$ cat config.mk
export PLATFORM = sky130hd
export DESIGN_NAME = subtrator_multiciclo_flat
export DESIGN_NICKNAME = d
export VERILOG_FILES = /design/src/rtl/subtrator_multiciclo_if.sv /design/src/rtl/subtrator_multiciclo.sv /design/src/flat_wrapper.sv
export SDC_FILE = /design/constraint.sdc
export NUM_CORES = 1
export LEC_CHECK = 0
export ABC_AREA = 1
export CAP_MARGIN = 10
export CORE_MARGIN = 2
export CORE_UTILIZATION = 55
export CTS_BUF_LIST = sky130_fd_sc_hd__clkbuf_2
export DETAILED_ROUTE_END_ITERATION = 8
export DONT_BUFFER_PORTS = 1
export PLACE_DENSITY = 0.7
export SLEW_MARGIN = 10
export SYNTH_ARGS = -nofsm -noshare
export SYNTH_HDL_FRONTEND = slang
export SYNTH_SLANG_ARGS = --single-unit
export TNS_END_PERCENT = 10
$ cat constraint.sdc
create_clock -name clk -period 2.8 [get_ports clk]
set_input_delay 0.14 -clock clk [delete_from_list [all_inputs] [get_ports clk]]
set_output_delay 0.14 -clock clk [all_outputs]
set_load 0.005 [all_outputs]
$ cat src/rtl/subtrator_multiciclo_if.sv
// subtrator_multiciclo_if: start/operand request and registered result bundle of the multicycle subtractor
interface subtrator_multiciclo_if #(parameter int WIDTH = 8);
  logic start;
  logic [WIDTH-1:0] A;
  logic [WIDTH-1:0] B;
  logic Bin;
  logic busy;
  logic done;
  logic [WIDTH-1:0] D;
  logic Bout;
  logic B_msb;
  logic zero;
  logic overflow;
  modport master (output start, A, B, Bin, input busy, done, D, Bout, B_msb, zero, overflow);
  modport slave (input start, A, B, Bin, output busy, done, D, Bout, B_msb, zero, overflow);
endinterface

$ cat src/rtl/subtrator_multiciclo.sv
// subtrator_multiciclo: A - B - Bin computed CHUNK bits per clock with a registered running borrow
module subtrator_multiciclo #(
  parameter int WIDTH = 8,
  parameter int CHUNK = 2
) (
  input logic clk,
  input logic rst_n,
  subtrator_multiciclo_if.slave bus
);
  localparam int N = WIDTH / CHUNK;
  localparam int IW = N > 1 ? $clog2(N) : 1;
  typedef enum logic [1:0] {IDLE, RUN, DONE} state_t;
  state_t state, state_nx;
  logic [WIDTH-1:0] a_r, b_r, d_acc, d_full, d_r;
  logic [IW-1:0] idx;
  logic borrow, bout_r, bmsb_r, zero_r, ovf_r;
  logic [CHUNK-1:0] ca, cb, diff;
  logic [CHUNK:0] c;
  logic accept, last;
  always_comb begin
    accept = bus.start && state != RUN;
    last = idx == IW'(N - 1);
    state_nx = accept ? RUN : (state == RUN && last) ? DONE : state == DONE ? IDLE : state;
  end
  // The MSB always sits at local bit CHUNK-1 of the final chunk, so c[CHUNK-1] there is the borrow into it
  always_comb begin
    ca = a_r[idx*CHUNK +: CHUNK];
    cb = b_r[idx*CHUNK +: CHUNK];
    c = '0;
    diff = '0;
    c[0] = borrow;
    for (int i = 0; i < CHUNK; i++) begin
      diff[i] = ca[i] ^ cb[i] ^ c[i];
      c[i+1] = (~ca[i] & cb[i]) | (~(ca[i] ^ cb[i]) & c[i]);
    end
    d_full = d_acc;
    d_full[idx*CHUNK +: CHUNK] = diff;
  end
  always_ff @(posedge clk or negedge rst_n)
    if (!rst_n) state <= IDLE;
    else state <= state_nx;
  always_ff @(posedge clk or negedge rst_n) begin
    if (!rst_n) begin
      a_r <= '0;
      b_r <= '0;
      borrow <= 1'b0;
      idx <= '0;
      d_acc <= '0;
      d_r <= '0;
      bout_r <= 1'b0;
      bmsb_r <= 1'b0;
      zero_r <= 1'b0;
      ovf_r <= 1'b0;
    end else if (accept) begin
      a_r <= bus.A;
      b_r <= bus.B;
      borrow <= bus.Bin;
      idx <= '0;
    end else if (state == RUN) begin
      d_acc <= d_full;
      borrow <= c[CHUNK];
      idx <= idx + 1'b1;
      if (last) begin
        d_r <= d_full;
        bout_r <= c[CHUNK];
        bmsb_r <= c[CHUNK-1];
        zero_r <= d_full == '0;
        ovf_r <= c[CHUNK-1] ^ c[CHUNK];
      end
    end
  end
  assign bus.busy = state == RUN;
  assign bus.done = state == DONE;
  assign bus.D = d_r;
  assign bus.Bout = bout_r;
  assign bus.B_msb = bmsb_r;
  assign bus.zero = zero_r;
  assign bus.overflow = ovf_r;
endmodule

$ cat src/flat_wrapper.sv
// flat-port wrapper written by rule: the top's interface ports become plain ports
module subtrator_multiciclo_flat 
#(
  parameter int WIDTH = 8,
  parameter int CHUNK = 2
)
  (clk, rst_n, bus_start, bus_A, bus_B, bus_Bin, bus_busy, bus_done, bus_D, bus_Bout, bus_B_msb, bus_zero, bus_overflow);
  subtrator_multiciclo_if #(.WIDTH(WIDTH)) bus_i ();
  input logic clk;
  input logic rst_n;
  input wire logic [$bits(bus_i.start)-1:0] bus_start;
  input wire logic [$bits(bus_i.A)-1:0] bus_A;
  input wire logic [$bits(bus_i.B)-1:0] bus_B;
  input wire logic [$bits(bus_i.Bin)-1:0] bus_Bin;
  output wire logic [$bits(bus_i.busy)-1:0] bus_busy;
  output wire logic [$bits(bus_i.done)-1:0] bus_done;
  output wire logic [$bits(bus_i.D)-1:0] bus_D;
  output wire logic [$bits(bus_i.Bout)-1:0] bus_Bout;
  output wire logic [$bits(bus_i.B_msb)-1:0] bus_B_msb;
  output wire logic [$bits(bus_i.zero)-1:0] bus_zero;
  output wire logic [$bits(bus_i.overflow)-1:0] bus_overflow;
  assign bus_i.start = bus_start;
  assign bus_i.A = bus_A;
  assign bus_i.B = bus_B;
  assign bus_i.Bin = bus_Bin;
  assign bus_busy = bus_i.busy;
  assign bus_done = bus_i.done;
  assign bus_D = bus_i.D;
  assign bus_Bout = bus_i.Bout;
  assign bus_B_msb = bus_i.B_msb;
  assign bus_zero = bus_i.zero;
  assign bus_overflow = bus_i.overflow;
  subtrator_multiciclo #(.WIDTH(WIDTH), .CHUNK(CHUNK)) u_core (.clk(clk), .rst_n(rst_n), .bus(bus_i));
endmodule
==> summary.txt <==
Outcome
  • Status: complete, no violations

Finish
  • Commonest non-fill, non-tap cell in the layout: nand2_1
  • Fraction of layout cells with a size suffix above 1: 8.24%
  • Area Growth Syn to Fin: 14.7%
  • Most frequent cells in the layout: nand2_1, dfrtp_1, nor2_1
  • Final net count: 281
  • Filler cell count in the final layout: 306
  • Diode count: 0

Setup path
  • CP Launch Type: register
  • WS Path Type: reg -> reg
  • Worst-path fanout max: 7
  • Worst path slowest cell: dfrtp_1
  • Arrival time at the worst endpoint: 2900 ps
  • Max stage delay on crit path: 480 ps
  • Worst Setup End Kind: register
  • Critical path cell sequence: buf_4 > o21ai_0 > o22ai_1 > fa_1 > inv_1 > fa_1 > nand3_1 > nor2_1 > nor2_1 > nand2_1 > nor2_1 > nand2_1 > nand2_1
  • CP Data Required Time: 3130 ps

Clock tree
  • Clock Pin Slew Worst Setup and Hold Paths: 200 ps
  • CTS tree: built
  • CTS Sinks: 39
  • TritonCTS Buffers: 5
  • Clock buffer depth: 2
  • H-Tree Depth: 2
  • Clock Root Buffer: clkbuf_2
  • Later-pin clock latency in the skew report: 390 ps

Yosys
  • Seq cells post-synth: 39
  • Largest cells by area after synthesis: dfrtp_1, nand2_1, nor2_1, inv_1, ha_1
  • Synth warnings: 0
  • Post-Syn Instances: 230
  • Synth area leader: dfrtp_1
  • Distinct cells, synth: 28
  • Yosys top cell area share: 50.8%
  • Syn Std Cell Area: 1920 sq um
  • Post-synthesis sequential area ratio: 50.8%
  • Mean post-synth cell area: 8.36 sq um
  • Synthesized Nets: 257

Global route
  • Initial antenna violation count: 0
  • Pin count of the biggest net entering global routing: 40
  • Vias in the first global route: 1481
  • Global-route usage over all layers: 21.1%
  • GR Overflow Total: 0
  • First-pass GRT wire length: 6510 um

Timing
  • Tmin final: 2580 ps
  • Setup_tns: 0 ps
  • Worst Tran Pin Value: 283 ps
  • Period utilization: 92.0%
  • Clock Skew: 25.2 ps
  • Slew Limit Fails: 0
  • Max Fclk: 388 MHz
  • Hold Violations, Final: 0
  • Finish-stage setup viols: 0
  • RSZ-0062 raised after global routing: no
  • Rel. slew slack: 81.2%
  • Min Hold Slack: 31.7 ps

Routing
  • WL final: 3700 um
  • 1st-iter DRT viols: 76
  • Pre-antenna DRT Iters: 4
  • Vias/cell: 4.94
  • Wire per inst: 12.3 um
  • Antenna viol nets, final: 0
  • Number of remaining DRC errors: 0
  • Detailed-route via count: 1488

Worst hold path
  • Worst hold path type: in -> reg

Die
  • DIE HEIGHT: 63.1 um
  • Die width: 63.1 um
  • Initial Util: 57.6%
  • # IOs: 34
  • Core area: 3340 sq um
  • Die area: 3980 sq um
  • Floorplan row count: 21

Power
  • Leak pwr: 1.12 nW
  • Power density over the cells: 1130 nW/um^2
  • Max rail drop VDD: 0.000652 V

Place
  • Post-detail-place hpwl: 2500 um
  • # port buffers: 0
  • GP Congestion: 0.782

Job
  • Max-capacitance violation count: 0
[routing by layer]
metal | vias to the layer above | track usage, % | share of wire, %
met5 | - | 0 | 0
met2 | 23 | 34.0 | 48
li1 | 766 | - | -
met3 | 10 | 4.46 | 3.2
met4 | 0 | 9.17 | 2.1
met1 | 689 | 27.7 | 47
[synth_stat cells]
master	count
a21oi_1	3
a32o_1	2
clkinv_1	1
nand2_4	2
buf_2	1
clkbuf_1	1
inv_2	2
nand3_1	7
o21ai_0	12
nor2_8	1
o31ai_1	1
nand2_1	91
dfrtp_1	39
inv_4	1
xor2_1	1
nor2_2	2
fa_1	2
nor2_1	20
inv_6	1
o211ai_1	1
o21ai_1	7
inv_1	17
o21a_1	1
a21oi_2	1
buf_6	3
buf_4	2
ha_1	5
o22ai_1	3
[cell families (layout without fill, tap and decap cells)]
logic type	Yosys count	in the layout	share of synthesized area [%]
AND/OR/NAND/NOR	123	123	26.4
flip-flops	39	39	50.8
buffers and inverters	29	54	7.68
XOR/XNOR	1	1	0.456
AO/OA/AOI/OAI	31	31	9.38
adder cells (fa/ha/maj)	7	7	5.34
[path summary, 6_finish.rpt]
kind                       cells past startpoint  slack, ps           from              end
setup / recovery                              13        220  u_core.idx[0]  u_core.bus.zero
hold / removal                                 3         30      bus_start    u_core.borrow
hold reg to reg                                2        500  u_core.a_r[5]    u_core.a_r[5]
max in group asynchronous                      2       2420          rst_n  u_core.bus.D[0]
setup reg to reg                              13        220  u_core.idx[0]  u_core.bus.zero
min in group asynchronous                      2        180          rst_n  u_core.bus.D[7]
[registers in the layout (all words and copies together), names as in the netlist]
register             flops
u_core.a_r               8
u_core.b_r               8
u_core.bus.D             8
u_core.d_acc             6
u_core.idx               2
u_core.state             2
u_core.borrow            1
u_core.bus.B_msb         1
u_core.bus.Bout          1
u_core.bus.overflow      1
u_core.bus.zero          1
[final cells by class]
cell class	instances	area, sq um	area share, %
clock buffers	5	25.0	1.14
clock inverters	3	15.0	0.681
inverters	22	92.6	4.20
multi-input cells	162	798	36.2
flip-flops and latches	39	976	44.3
well taps	46	57.6	2.61
repair buffers	24	240	10.9
[report_power, final]
part           leakage, nW  switching, mW  internal (mW)  total [mW]
combinational        0.602          0.797          0.484        1.28
clock               0.0241          0.179         0.0556       0.234
sequential           0.496          0.159          0.806       0.965
[metrics by stage]
step	utilization, %	std cells	area, sq um	total power [mW]	worst slack [ps]
after floorplan	-	230	1920	1.99	333
after global placement	58.3	272	1940	2.21	324
after detailed placement	58.3	272	1940	2.23	231
after CTS	65.8	300	2190	2.50	179
after global routing	66.1	301	2200	2.75	5.21
final	66.1	301	2200	2.48	223
[critical path, delay by kind of cell, from the launching register on]
kind	cells	cell delay, ps
AND/OR/NAND/NOR	7	580
adder cells (fa/ha/maj)	2	860
buffers and inverters	2	290
flip-flops	1	480
AO/OA/AOI/OAI	2	320
[what timing repair did]
item	4_1_cts	5_1_grt
endpoints found under the setup margin	0	1
hold buffers	20	0
setup buffers	0	1
resized for setup	0	1
endpoints found under the hold margin	57	0
Power figures use the tool's default switching activity.
